$ cat config.mk
export PLATFORM = sky130hd
export DESIGN_NAME = gram_frame_sched
export DESIGN_NICKNAME = d
export VERILOG_FILES = /design/src/rtl/gram_pkg.sv /design/src/rtl/gram_burst_fsm.sv /design/src/rtl/gram_frame_sched.sv
export SDC_FILE = /design/constraint.sdc
export NUM_CORES = 1
export LEC_CHECK = 0
export CAP_MARGIN = 20
export CORE_AREA = 4 4 85 103
export DETAILED_ROUTE_END_ITERATION = 10
export DIE_AREA = 0 0 89 107
export MAX_ROUTING_LAYER = met4
export PLACE_DENSITY = 0.62
export SLEW_MARGIN = 40
export SYNTH_ARGS = -nofsm -noshare
export SYNTH_HDL_FRONTEND = slang
export SYNTH_SLANG_ARGS = --single-unit
$ cat constraint.sdc
create_clock -name clk -period 2.4 [get_ports clk]
set_clock_uncertainty 0.2 [all_clocks]
set_input_delay 0.48 -clock clk [delete_from_list [all_inputs] [get_ports clk]]
set_output_delay 0.48 -clock clk [all_outputs]
set_load 0.02 [all_outputs]
$ cat src/rtl/gram_pkg.sv
// Shared widths, burst FSM state encodings and the bank rotation helper
// for the SDRAM frame-buffer scheduler.
package gram_pkg;

    localparam int BANK_W = 2;
    localparam int ADDR_W = 22;
    localparam int LVL_W  = 10;

    localparam logic [1:0] BURST_IDLE = 2'd0;
    localparam logic [1:0] BURST_REQ  = 2'd1;
    localparam logic [1:0] BURST_WAIT = 2'd2;

    // Writer's next bank after publishing `latest`; with three banks it skips the reader's bank.
    function automatic logic [BANK_W-1:0] next_bank(
        input logic              triple,
        input logic [BANK_W-1:0] latest,
        input logic [BANK_W-1:0] r_bank
    );
        logic [BANK_W-1:0] plus1;
        logic [BANK_W-1:0] plus2;
        if (!triple) begin
            return BANK_W'(!latest[0]);
        end
        plus1 = (latest == BANK_W'(2)) ? '0 : latest + BANK_W'(1);
        plus2 = (latest == BANK_W'(0)) ? BANK_W'(2) : latest - BANK_W'(1);
        return (plus1 == r_bank) ? plus2 : plus1;
    endfunction

endpackage

$ cat src/rtl/gram_burst_fsm.sv
// One-direction burst handshake: IDLE -> REQ (single-cycle request) -> WAIT,
// leaving WAIT on the falling edge of the core's busy flag.
module gram_burst_fsm
    import gram_pkg::*;
(
    input  logic clk,
    input  logic rst_n,
    input  logic start,
    input  logic busy,
    output logic req,
    output logic done,
    output logic idle
);

    logic [1:0] state;
    logic [1:0] state_nx;
    logic       busy_q;

    assign req  = (state == BURST_REQ);
    assign idle = (state == BURST_IDLE);
    assign done = (state == BURST_WAIT) && busy_q && !busy;

    always_comb begin
        state_nx = state;
        case (state)
            BURST_IDLE: if (start) state_nx = BURST_REQ;
            BURST_REQ:  state_nx = BURST_WAIT;
            BURST_WAIT: if (done) state_nx = BURST_IDLE;
            default:    state_nx = BURST_IDLE;
        endcase
    end

    // busy_q is forced low across REQ so a stale busy cannot fake a completion edge.
    always_ff @(posedge clk or negedge rst_n) begin
        if (!rst_n) begin
            state  <= BURST_IDLE;
            busy_q <= 1'b0;
        end else begin
            state  <= state_nx;
            busy_q <= (state == BURST_REQ) ? 1'b0 : busy;
        end
    end

endmodule

$ cat src/rtl/gram_frame_sched.sv
// SDRAM frame-buffer burst scheduler: write/read burst requests from FIFO levels,
// double/triple bank rotation, frame-sync realignment and dropped-frame counting.
module gram_frame_sched
    import gram_pkg::*;
#(
    parameter int FIFO_DEPTH   = 512,
    parameter int BURST_LEN    = 256,
    parameter int FRAME_BURSTS = 1200,
    parameter int TRIPLE       = 1
) (
    input  logic                     clk,
    input  logic                     rst_n,
    input  logic                     init_done,
    input  logic [LVL_W-1:0]         wr_level,
    input  logic [LVL_W-1:0]         rd_level,
    input  logic                     wr_frame_sync,
    input  logic                     rd_frame_sync,
    input  logic                     wr_busy,
    input  logic                     rd_busy,
    output logic                     wr_req,
    output logic [BANK_W+ADDR_W-1:0] wr_addr,
    output logic                     rd_req,
    output logic [BANK_W+ADDR_W-1:0] rd_addr,
    output logic                     frame_valid,
    output logic                     frame_done,
    output logic [7:0]               drop_cnt
);

    localparam int                IDX_W      = (FRAME_BURSTS > 1) ? $clog2(FRAME_BURSTS) : 1;
    localparam int                COL_SH     = $clog2(BURST_LEN);
    localparam logic [IDX_W-1:0]  LAST_IDX   = IDX_W'(FRAME_BURSTS - 1);
    localparam logic [BANK_W-1:0] RESET_BANK = (TRIPLE != 0) ? BANK_W'(2) : BANK_W'(1);
    localparam logic [LVL_W:0]    WR_THRESH  = (LVL_W + 1)'(BURST_LEN);
    localparam logic [LVL_W:0]    RD_THRESH  = (LVL_W + 1)'(FIFO_DEPTH - BURST_LEN);

    logic [IDX_W-1:0]  wr_idx;
    logic [IDX_W-1:0]  rd_idx;
    logic [BANK_W-1:0] w_bank;
    logic [BANK_W-1:0] r_bank;
    logic [BANK_W-1:0] latest;
    logic [BANK_W-1:0] latest_nx;
    logic [BANK_W-1:0] r_bank_nx;
    logic [BANK_W-1:0] w_bank_nx;
    logic              aligned;
    logic              wr_abort_pend;
    logic              rd_sync_pend;
    logic              wr_start, rd_start;
    logic              wr_done, rd_done;
    logic              wr_idle, rd_idle;
    logic              wr_abort, wr_complete, rd_apply;

    assign wr_start = init_done && aligned && !wr_busy && ({1'b0, wr_level} >= WR_THRESH);
    assign rd_start = init_done && frame_valid && !rd_busy && ({1'b0, rd_level} <= RD_THRESH);

    gram_burst_fsm u_wr_fsm (
        .clk   (clk),
        .rst_n (rst_n),
        .start (wr_start),
        .busy  (wr_busy),
        .req   (wr_req),
        .done  (wr_done),
        .idle  (wr_idle)
    );

    gram_burst_fsm u_rd_fsm (
        .clk   (clk),
        .rst_n (rst_n),
        .start (rd_start),
        .busy  (rd_busy),
        .req   (rd_req),
        .done  (rd_done),
        .idle  (rd_idle)
    );

    // A camera sync while a burst is in flight is deferred to that burst's completion.
    assign wr_abort    = wr_done ? (wr_abort_pend || wr_frame_sync)
                                 : (wr_idle && wr_frame_sync && (wr_idx != '0));
    assign wr_complete = wr_done && !wr_abort && (wr_idx == LAST_IDX);
    assign rd_apply    = rd_idle && (rd_frame_sync || rd_sync_pend);

    // Reader realignment sees a same-cycle publish, and the writer's pick sees that reader bank.
    assign latest_nx = wr_complete ? w_bank : latest;
    assign r_bank_nx = rd_apply ? latest_nx : r_bank;
    assign w_bank_nx = next_bank(TRIPLE != 0, latest_nx, r_bank_nx);

    assign wr_addr = {w_bank, ADDR_W'(wr_idx) << COL_SH};
    assign rd_addr = {r_bank, ADDR_W'(rd_idx) << COL_SH};

    always_ff @(posedge clk or negedge rst_n) begin
        if (!rst_n) begin
            wr_idx        <= '0;
            rd_idx        <= '0;
            w_bank        <= '0;
            r_bank        <= RESET_BANK;
            latest        <= RESET_BANK;
            aligned       <= 1'b0;
            wr_abort_pend <= 1'b0;
            rd_sync_pend  <= 1'b0;
            frame_valid   <= 1'b0;
            frame_done    <= 1'b0;
            drop_cnt      <= '0;
        end else begin
            frame_done <= wr_complete;
            if (wr_frame_sync) aligned <= 1'b1;

            if (wr_abort) begin
                wr_idx <= '0;
                if (drop_cnt != 8'hFF) drop_cnt <= drop_cnt + 8'd1;
            end else if (wr_done) begin
                wr_idx <= wr_complete ? '0 : wr_idx + 1'b1;
            end
            wr_abort_pend <= !wr_abort && (wr_abort_pend || (wr_frame_sync && !wr_idle));

            if (wr_complete) begin
                latest      <= w_bank;
                frame_valid <= 1'b1;
                w_bank      <= w_bank_nx;
            end

            if (rd_apply) begin
                rd_idx <= '0;
                r_bank <= r_bank_nx;
            end else if (rd_done) begin
                rd_idx <= (rd_idx == LAST_IDX) ? '0 : rd_idx + 1'b1;
            end
            rd_sync_pend <= !rd_apply && (rd_sync_pend || rd_frame_sync);
        end
    end

endmodule
; Word-level counts from Yosys, hierarchy flattened
; Index checks and enable logic that the tools add are counted.
[totals]
elab_cells = 90
input_bits = 27
ff_bits = 47
[op_classes]
n_reduce_logical = 35
n_addsub = 5
order_cmp = 2
mux = 20
n_eq_ne = 13
[op_table]
columns = op, count
row1 = 2-to-1 mux 11 bit, 6
row2 = adder 11 x 1 -> 11 bit (second input constant), 2
row3 = equality test 11 bit (second input constant), 2
row4 = logical AND 1 bit, 18
row5 = 2-to-1 mux 2 bit, 9
row6 = one-hot mux 2 bit (3 select lines), 2
row7 = nonzero test 11 bit, 1
row8 = greater-or-equal comparator 10 x 9 -> 1 bit (second input constant), 1
row9 = <= comparator 10 x 9 -> 1 bit (second input constant), 1
row10 = adder 8 x 1 -> 8 bit (second input constant), 1
row11 = inequality test 8 bit (second input constant), 1
row12 = equality test 2 bit (second input constant), 3
row13 = zero test 2 bit, 3
row14 = inequality test 2 bit (second input constant), 3
row15 = AND reduction 2 bit, 3
row16 = zero test 1 bit, 5
row17 = equality test 2 x 1 -> 1 bit (second input constant), 2
row18 = nonzero test 2 bit, 2
row19 = logical OR 1 bit, 3
row20 = 2-to-1 mux 1 bit, 3
row21 = adder 2 x 1 -> 2 bit (second input constant), 1
row22 = equality test 2 bit, 1
row23 = inequality test 2 x 1 -> 1 bit (second input constant), 1
row24 = subtractor 2 x 1 -> 2 bit (second input constant), 1

; Logic depth before layout (Yosys ltp)
; Gate-level depths: netlist of run 1.
[depth]
depth_word = 12
mapped_depth = 11

; Hierarchy
; From an unflattened synthesis of run 1, not the netlist that was laid out.
[unflattened]
cells_unflattened = 293
hier_area_um2 = 2723.9
[modules_own_cells]
columns = module, area_each_um2, instances, seq_area_each_um2, cells_each
row1 = gram_frame_sched, 2461.1, 1, 1028.5, 269
row2 = gram_burst_fsm, 131.4, 2, 75.1, 12

; Least setup slack after synthesis of run 1
; No wires, ideal clock.
[synth_timing]
path_kind = register to register
startpoint = register wr_idx[0]
endpoint = register w_bank[0]
stages_incl_launch_ff = 11
path_slack_ps = -361
arrival_ps = 2437
required_time_ps = 2076
n_path_buf = 2
path_cell_list = dfrtp_1 -> ha_1 -> and4_1 -> and4_1 -> buf_6 -> buf_2 -> mux2i_1 -> ha_1 -> a21boi_1 -> a2111oi_0 -> a211o_1
[synth_between]
elab_chain_len = 11
word_cells_on_any_way = 17
[synth_rtl]
columns = element, line_no
row1 = from (decl), gram_frame_sched.sv:36  ; logic [IDX_W-1:0] wr_idx;
row2 = from (signal assigned), gram_frame_sched.sv:110  ; wr_idx <= wr_complete ? '0 : wr_idx + 1'b1;
row3 = nonzero test 11 bit, gram_frame_sched.sv:77  ; : (wr_idle && wr_frame_sync && (wr_idx != '0));
row4 = logical AND 1 bit, gram_frame_sched.sv:77
row5 = 2-to-1 mux 1 bit, gram_frame_sched.sv:76  ; assign wr_abort = wr_done ? (wr_abort_pend || wr_frame_sync)
row6 = zero test 1 bit, gram_frame_sched.sv:78  ; assign wr_complete = wr_done && !wr_abort && (wr_idx == LAST_IDX);
row7 = logical AND 1 bit, gram_frame_sched.sv:78
row8 = logical AND 1 bit (*), gram_frame_sched.sv:78
row9 = via wr_complete, gram_frame_sched.sv:50  ; logic wr_abort, wr_complete, rd_apply;
row10 = 2-to-1 mux 2 bit, --
row11 = adder 2 x 1 -> 2 bit or equality test 2 bit (tied branches), gram_pkg.sv:24  ; plus1 = (latest == BANK_W'(2)) ? '0 : latest + BANK_W'(1);
row12 = 2-to-1 mux 2 bit, gram_pkg.sv:24
row13 = equality test 2 bit, gram_pkg.sv:26  ; return (plus1 == r_bank) ? plus2 : plus1;
row14 = 2-to-1 mux 2 bit, gram_pkg.sv:26
row15 = to (signal assigned), gram_frame_sched.sv:117  ; w_bank <= w_bank_nx;
row16 = to (decl), gram_frame_sched.sv:38  ; logic [BANK_W-1:0] w_bank;
; Mark *: on every way through the listed nets, which the timed path passes. The rest lies on a longest branch.
; A chain may end at the register's enable or synchronous reset.

; Worst setup path after layout of run 1
[layout_timing]
startpoint = register wr_idx[1]
endpoint = register w_bank[0]
[layout_between]
elab_chain_len = 11
word_cells_on_any_way = 17
[layout_rtl]
columns = element, line_no
row1 = nonzero test 11 bit, gram_frame_sched.sv:77
row2 = logical AND 1 bit, gram_frame_sched.sv:77
row3 = 2-to-1 mux 1 bit, gram_frame_sched.sv:76
row4 = zero test 1 bit, gram_frame_sched.sv:78
row5 = logical AND 1 bit, gram_frame_sched.sv:78
row6 = logical AND 1 bit (*), gram_frame_sched.sv:78
row7 = 2-to-1 mux 2 bit, --
row8 = adder 2 x 1 -> 2 bit or equality test 2 bit (tied branches), gram_pkg.sv:24
row9 = 2-to-1 mux 2 bit, gram_pkg.sv:24
row10 = equality test 2 bit, gram_pkg.sv:26
row11 = 2-to-1 mux 2 bit, gram_pkg.sv:26
; Mark *: on every way between the ends. The rest lies on a longest branch, timed or not.

==> flow_metrics.env, run 1 <==
export IMPL_p_leak_nw=1.71
export IMPL_multi_input_area_sq_um=1450
export IMPL_period_share_pct=103
export IMPL_antenna_left=0
export IMPL_worst_pin_slew_ps=611
export IMPL_drtIter0Drc=67
export IMPL_layout_cells_non_filler=467
export IMPL_use_met1_pct=16.7
export IMPL_cts_sinks=47
export IMPL_clk_path_buf_depth=2
export IMPL_wl_per_cell_um=13.4
export IMPL_routed_wl_um=6280
export IMPL_die_width_um=89
export IMPL_die_y_um=107
export IMPL_crit_chain="ha_4 > and4_1 > and4_4 > mux2i_4 > buf_6 > ha_4 > buf_4 > buf_4 > and2_4 > a211o_1"
export IMPL_final_seq_area_sq_um=1180
export IMPL_root_buffer="clkbuf_8"
export IMPL_syn_area_per_cell_sq_um=9.65
export IMPL_async_flop_share_pct=100
export IMPL_drv_slew=0
export IMPL_num_antenna_cells=0
export IMPL_reg2reg_slack_ps=-70
export IMPL_netlist_top_cells_area="dfrtp_1 42%, buf_4 6.2%, xnor2_1 4.3%"
export IMPL_ys_ff_latch=47
export IMPL_fp_coreArea_sq_um=7660
export IMPL_synth_warnings=0
export IMPL_finalHoldViolCount=0
export IMPL_top_usage_layer="met2"
export IMPL_post_synth_top_area_fraction_pct=42.3
export IMPL_drive_above_1_share_pct=23.7
export IMPL_worst_slack_ps=-72.0
export IMPL_hpwl_um=4720
export IMPL_start_util_pct=34.8
export IMPL_hp_class="in -> async"
export IMPL_setup_worst_path_class="reg -> reg"
export IMPL_use_met3_pct=2.84
export IMPL_grt_max_degree=48
export IMPL_cts_tree="built"
export IMPL_synth_cell_types=55
export IMPL_antenna_found_initial=0
export IMPL_insertion_delay_ps=300
export IMPL_htree_num_levels=2
export IMPL_cts_inserted_buffers=5
export IMPL_worst_r2r_endpoint="w_bank[0]$_DFFE_PN0P_"
export IMPL_max_slew_margin_pct=59.3
export IMPL_port_buffers=56
export IMPL_crit_path_start="wr_idx[1]$_DFFE_PN0P_"
export IMPL_rsz0062_at_grt="yes"
export IMPL_firstDrtPassIters=4
export IMPL_rows=35
export IMPL_min_period_ps=2470
export IMPL_syn_area_sq_um=2660
export IMPL_dp_cells=457
export IMPL_critPathLaunchType="flip-flop"
export IMPL_rr_worst_depth=10
export IMPL_place_area_sq_um=3550
export IMPL_nets=408
export IMPL_run_status="finished with violations"
export IMPL_grt_pass1_wl_um=10300
export IMPL_clk_pin_slew_ps=90
export IMPL_synth_seq_area_share_pct=44.2
export IMPL_setup_viol=2
export IMPL_final_cell_area_sq_um=3810
export IMPL_power_total_mw=2.20
export IMPL_maxCapViolations=0
export IMPL_failed_checks="setup timing"
export IMPL_cp_required_ps=2390
export IMPL_grt_pass1_vias=2179
export IMPL_fillers=757
export IMPL_clock_fmax_ghz=0.405
export IMPL_cp_arrival_ps=2460
export IMPL_ir_drop_mv=0.463
export IMPL_vias=2240
export IMPL_worst_setup_path_end_kind="flip-flop"
export IMPL_via_per_inst=4.80
export IMPL_globalplace_congestion=0.762
export IMPL_netlist_instances=276
export IMPL_cp_top_family="simple AND/OR/NAND/NOR gates"
export IMPL_drc=0
export IMPL_grt_usage_pct=13.9
export IMPL_critPathSlowestCell="dfrtp_2"
export IMPL_synth_edff_count=0
export IMPL_ios=87
export IMPL_max_stage_delay_ps=430
export IMPL_r2r_start="wr_idx[1]$_DFFE_PN0P_"
export IMPL_critPathMaxFanout=4
export IMPL_powerDensity_nw_per_um2=577
export IMPL_crit_buf_inv=3
export IMPL_dieArea_sq_um=9520
export IMPL_area_growth_pct=43.1
export IMPL_grt_ovfl_total=0
export IMPL_synthFlopType="dfrtp_1"
export IMPL_met2_usage_pct=23.6
export IMPL_synth_top_area_cell="dfrtp_1"
==> repair_timing <==
item / CTS / global route
gates cloned: 0 / 0
resized for setup: 15 / 10
pin swaps: 6 / 5
endpoints found under the setup margin: 14 / 14
setup buffers: 1 / 1
hold buffers: 0 / 0
==> per-stage QoR <==
stage               util, %  setup TNS [ps]  setup WS (ps)  hold WS (ps)
finish                 49.7           -79.7          -72.0          74.6
global route           49.7            -239           -135           127
CTS                    49.0           -86.3          -55.7          97.7
detailed placement     46.4           -8520           -606           255
global placement       46.4           -7960           -532           258
floorplan                 -            -254           -161         -15.6
==> sequential cells by signal, indices dropped and copies added, names as in the netlist <==
| register | cells |
|---|---|
| u_rd_fsm.busy_q | 1 |
| rd_idx | 11 |
| rd_sync_pend | 1 |
| w_bank | 2 |
| frame_valid | 1 |
| wr_idx | 11 |
| r_bank | 2 |
| latest | 2 |
| u_wr_fsm.state | 2 |
| aligned | 1 |
| u_rd_fsm.state | 2 |
| wr_abort_pend | 1 |
| drop_cnt | 8 |
| frame_done | 1 |
| u_wr_fsm.busy_q | 1 |
==> metal layers <==
| layer | wire length (um) | part of all wire [%] |
|---|---|---|
| met2 | 3130 | 50 |
| met1 | 2690 | 43 |
| met4 | 66 | 1.1 |
| met5 | 0 | 0 |
| met3 | 390 | 6.2 |
==> kinds of logic after synthesis <==
family	count (synthesis)	share of synthesized area (%)
multiplexers	4	2.49
AO/OA/AOI/OAI	41	10.3
flip-flops	47	44.2
buffers and inverters	40	9.11
AND/OR/NAND/NOR	117	24.1
XOR/XNOR	19	6.25
other	1	0.141
adder cells (fa/ha/maj)	7	3.29
==> cells in the final DEF (no fill, tap or decap), types with 6 or more instances in the layout <==
| cell | instances |
|---|---|
| o21ai_0 | 20 |
| nand2b_1 | 9 |
| and3_1 | 11 |
| nand2_1 | 17 |
| nor2_1 | 28 |
| buf_4 | 39 |
| conb_1 | 22 |
| nand3_1 | 11 |
| clkdlybuf4s50_1 | 52 |
| xnor2_1 | 13 |
| inv_1 | 11 |
| dfrtp_1 | 40 |
| xor2_1 | 6 |
==> cells in the mapped netlist, types with 4 or more instances <==
library cell,instances
dfrtp_1,45
nor2_1,30
buf_4,22
o21ai_0,21
nand2_1,17
xnor2_1,13
inv_1,12
and3_1,11
nand3_1,11
nand2b_1,9
ha_1,7
nor3_1,6
xor2_1,6
nor4_1,5
or2_2,4
==> power by group <==
part	total (mW)	internal (mW)	switching, mW
combinational	0.583	0.289	0.294
clock	0.688	0.415	0.273
sequential	0.928	0.862	0.0660
total	2.20	1.57	0.633
==> final cells by class <==
class                           count  share of cell area, %
Clock buffer                        5                   1.81
Inverter                           12                   1.18
Sequential cell                    47                   31.1
Timing Repair Buffer               98                   23.0
Clock inverter                      3                   1.77
Multi-Input combinational cell    210                   38.1
Tap cell                           92                   3.02
==> worst max path at each step <==
stage                                  endpoint  slack (ps)  depth (start not counted)
after floorplan           w_bank[0]$_DFFE_PN0P_        -160                          9
after global placement    w_bank[0]$_DFFE_PN0P_        -530                          9
after detailed placement  w_bank[0]$_DFFE_PN0P_        -610                          9
after CTS                 w_bank[0]$_DFFE_PN0P_         -60                          8
after global routing      w_bank[0]$_DFFE_PN0P_        -140                         10
final                     w_bank[0]$_DFFE_PN0P_         -70                         10
No activity file was read; power rests on OpenSTA's default activity.
==> run 2, diff against run 1 <==
--- a/config.mk
+++ b/config.mk
@@ -5,10 +5,11 @@
 export SDC_FILE = /design/constraint.sdc
 export NUM_CORES = 1
 export LEC_CHECK = 0
+export ABC_AREA = 1
 export CAP_MARGIN = 20
-export CORE_AREA = 4 4 85 103
+export CORE_AREA = 4 4 94 96
 export DETAILED_ROUTE_END_ITERATION = 10
-export DIE_AREA = 0 0 89 107
+export DIE_AREA = 0 0 98 100
 export MAX_ROUTING_LAYER = met4
 export PLACE_DENSITY = 0.62
 export SLEW_MARGIN = 40
==> run 2 against run 1 <==
  * The run now ends clean
  * Global-route usage decreased by 1.3 points
  * Fmax grew 8.1%
  * Synthesized cell count rose by 18%
  * Cell count grew 11%
  * Sequential cell count unchanged
  * Worst setup slack improved by 190 ps
  * Worst hold slack better by 200 ps
==> flow_metrics.env, run 2 <==
export IMPL_num_antenna_cells=0
export IMPL_rows=33
export IMPL_async_flop_share_pct=100
export IMPL_holdPathStages=1
export IMPL_clk_pin_slew_ps=90
export IMPL_r2r_start="wr_idx[4]$_DFFE_PN0P_"
export IMPL_nets=447
export IMPL_ir_drop_mv=0.384
export IMPL_drive_above_1_share_pct=18.6
export IMPL_clock_fmax_ghz=0.437
export IMPL_post_synth_top_area_fraction_pct=40.9
export IMPL_powerDensity_nw_per_um2=655
export IMPL_rsz0062_at_grt="no"
export IMPL_min_period_ps=2290
export IMPL_cp_arrival_ps=2280
export IMPL_cts_sinks=47
export IMPL_hpwl_um=4840
export IMPL_antenna_left=0
export IMPL_antenna_found_initial=0
export IMPL_p_int_mw=1.49
export IMPL_grt_ovfl_total=0
export IMPL_critPathMaxFanout=4
export IMPL_hold_end="aligned$_DFFE_PN0P_"
export IMPL_wl_per_cell_um=11.6
export IMPL_comb_power_share_pct=38.3
export IMPL_area_growth_pct=32.6
export IMPL_syn_area_sq_um=2750
export IMPL_cts_inserted_buffers=5
export IMPL_switchingPower_uw=897
export IMPL_pwr_share_clk_pct=19.5
export IMPL_synth_warnings=0
export IMPL_reg2reg_slack_ps=190
export IMPL_drc=0
export IMPL_fillers=818
export IMPL_clk_path_buf_depth=2
export IMPL_setup_viol=0
export IMPL_worst_r2r_endpoint="w_bank[1]$_DFFE_PN0P_"
export IMPL_root_buffer="clkbuf_8"
export IMPL_maxCapViolations=0
export IMPL_reg_top3="rd_idx x11, wr_idx x11, drop_cnt x8"
export IMPL_die_width_um=98
export IMPL_critPathLaunchType="input pin"
export IMPL_drv_slew=0
export IMPL_period_share_pct=95.3
export IMPL_routed_wl_um=6020
export IMPL_setup_worst_path_class="in -> reg"
export IMPL_layout_commonest_cell="clkdlybuf4s50_1"
export IMPL_grt_pass1_wl_um=10100
export IMPL_vias=2354
export IMPL_drtIter0Drc=90
export IMPL_finalHoldViolCount=0
export IMPL_netSwitchingFraction_pct=37.6
export IMPL_insertion_delay_ps=290
export IMPL_synth_edff_count=0
export IMPL_firstDrtPassIters=4
export IMPL_synth_common_cells="45 x dfrtp_1, 41 x inv_1, 39 x nand2_1"
export IMPL_grt_pass1_vias=2331
export IMPL_dp_cells=510
export IMPL_cp_required_ps=2390
export IMPL_synth_seq_area_share_pct=42.9
export IMPL_grt_max_degree=21
export IMPL_fp_coreArea_sq_um=8050
export IMPL_p_leak_nw=1.68
export IMPL_htree_num_levels=2
export IMPL_via_per_inst=4.54
export IMPL_synthFlopType="dfrtp_1"
export IMPL_syn_area_per_cell_sq_um=8.46
export IMPL_ios=87
export IMPL_synth_most_common_cell="dfrtp_1"
export IMPL_layout_cells_non_filler=519
export IMPL_min_from="aligned$_DFFE_PN0P_"
export IMPL_synth_cell_types=44
export IMPL_netlist_top_cells_area="dfrtp_1 41%, buf_4 6.0%, inv_1 5.6%"
export IMPL_worst_setup_path_end_kind="flip-flop"
export IMPL_run_status="finished, final reports clean"
export IMPL_port_buffers=56
export IMPL_rr_worst_depth=13
export IMPL_grt_usage_pct=12.6
export IMPL_synth_top_area_cell="dfrtp_1"
export IMPL_netlist_instances=325
export IMPL_cts_tree="built"
export IMPL_ys_ff_latch=47
export IMPL_power_total_mw=2.39
export IMPL_final_cell_mix="54 x clkdlybuf4s50_1, 44 x dfrtp_1, 41 x inv_1"
export IMPL_start_util_pct=34.2
export IMPL_pwr_share_seq_pct=42.2
export IMPL_globalplace_congestion=0.855
export IMPL_cts_setup_buffers=0
export IMPL_hp_class="reg -> reg"
export IMPL_dieArea_sq_um=9800
export IMPL_die_y_um=100
-- run 2: worst max path at each step --
stage,start,to,depth (start not counted)
floorplan,wr_idx[0]$_DFFE_PN0P_,w_bank[0]$_DFFE_PN0P_,13
global route,wr_busy,w_bank[0]$_DFFE_PN0P_,14
global placement,wr_busy,w_bank[1]$_DFFE_PN0P_,14
CTS,wr_busy,w_bank[1]$_DFFE_PN0P_,14
finish,wr_busy,w_bank[1]$_DFFE_PN0P_,14
detailed placement,wr_busy,w_bank[1]$_DFFE_PN0P_,14
-- run 2: through the flow --
| stage | util, % | setup WS (ps) | instance area [sq um] | setup TNS [ps] | hold slack, ps |
|---|---|---|---|---|---|
| final | 45.3 | 113 | 3650 | 0 | 271 |
| after global routing | 45.3 | 0.475 | 3650 | 0 | 290 |
| after CTS | 45.1 | 49.1 | 3630 | 0 | 278 |
| after detailed placement | 44.0 | -267 | 3540 | -519 | 253 |
| after global placement | 44.0 | -227 | 3540 | -445 | 258 |
| after floorplan | - | 214 | 2830 | 0 | -15.6 |
-- run 2: cell families (layout without fill, tap and decap cells) --
logic type | Yosys count | after routing | share of synthesized area (%)
fa+ha+maj | 7 | 7 | 3.18
other cells | 1 | 22 | 0.136
xor+xnor | 12 | 12 | 3.82
simple gates | 151 | 151 | 28.7
compound gates | 34 | 34 | 7.73
buf+inv | 71 | 139 | 12.7
flops | 47 | 47 | 42.9
mux | 2 | 2 | 0.819
-- run 2: worst max-delay path: stages --
cell	delay [ps]
clkdlybuf4s50_1	430
nor2_2	150
nand2_4	90
nor2_8	110
nand4_1	140
nand2_2	130
inv_1	60
ha_1	200
inv_1	80
nand3_1	90
nand2_2	100
nand3_1	80
nand3_1	90
nand2_1	50
-- run 2: power groups by stage --
| stage | clock network [mW] | registers, mW | logic, mW |
|---|---|---|---|
| floorplan | 0 | 1.10 | 0.472 |
| global placement | 0 | 1.02 | 0.910 |
| detailed placement | 0 | 1.02 | 0.922 |
| CTS | 0.487 | 1.01 | 0.927 |
| global route | 0.523 | 1.03 | 1.01 |
| finish | 0.465 | 1.01 | 0.915 |
-- run 2: layout make-up --
cell class,count,area (sq um),share of cell area [%]
Inverter,48,180,4.94
Sequential cell,47,1180,32.4
Clock inverter,3,15.0,0.412
Multi-Input combinational cell,228,1310,35.9
Timing Repair Buffer,83,763,20.9
Clock buffer,5,68.8,1.89
Tap cell,105,131,3.60
-- run 2: timing repair --
action,CTS,global route
hold buffers,1,0
hold endpoints to repair,18,0
gates resized for setup,0,4
endpoints found under the setup margin,0,2
-- run 2: layer usage --
| metal | vias up | GRT usage, % | wire length (um) |
|---|---|---|---|
| met4 | 0 | 2.98 | 57 |
| met5 | - | - | 0 |
| met2 | 60 | 21.4 | 3020 |
| met3 | 6 | 2.57 | 309 |
| li1 | 1189 | - | - |
| met1 | 1099 | 15.4 | 2640 |
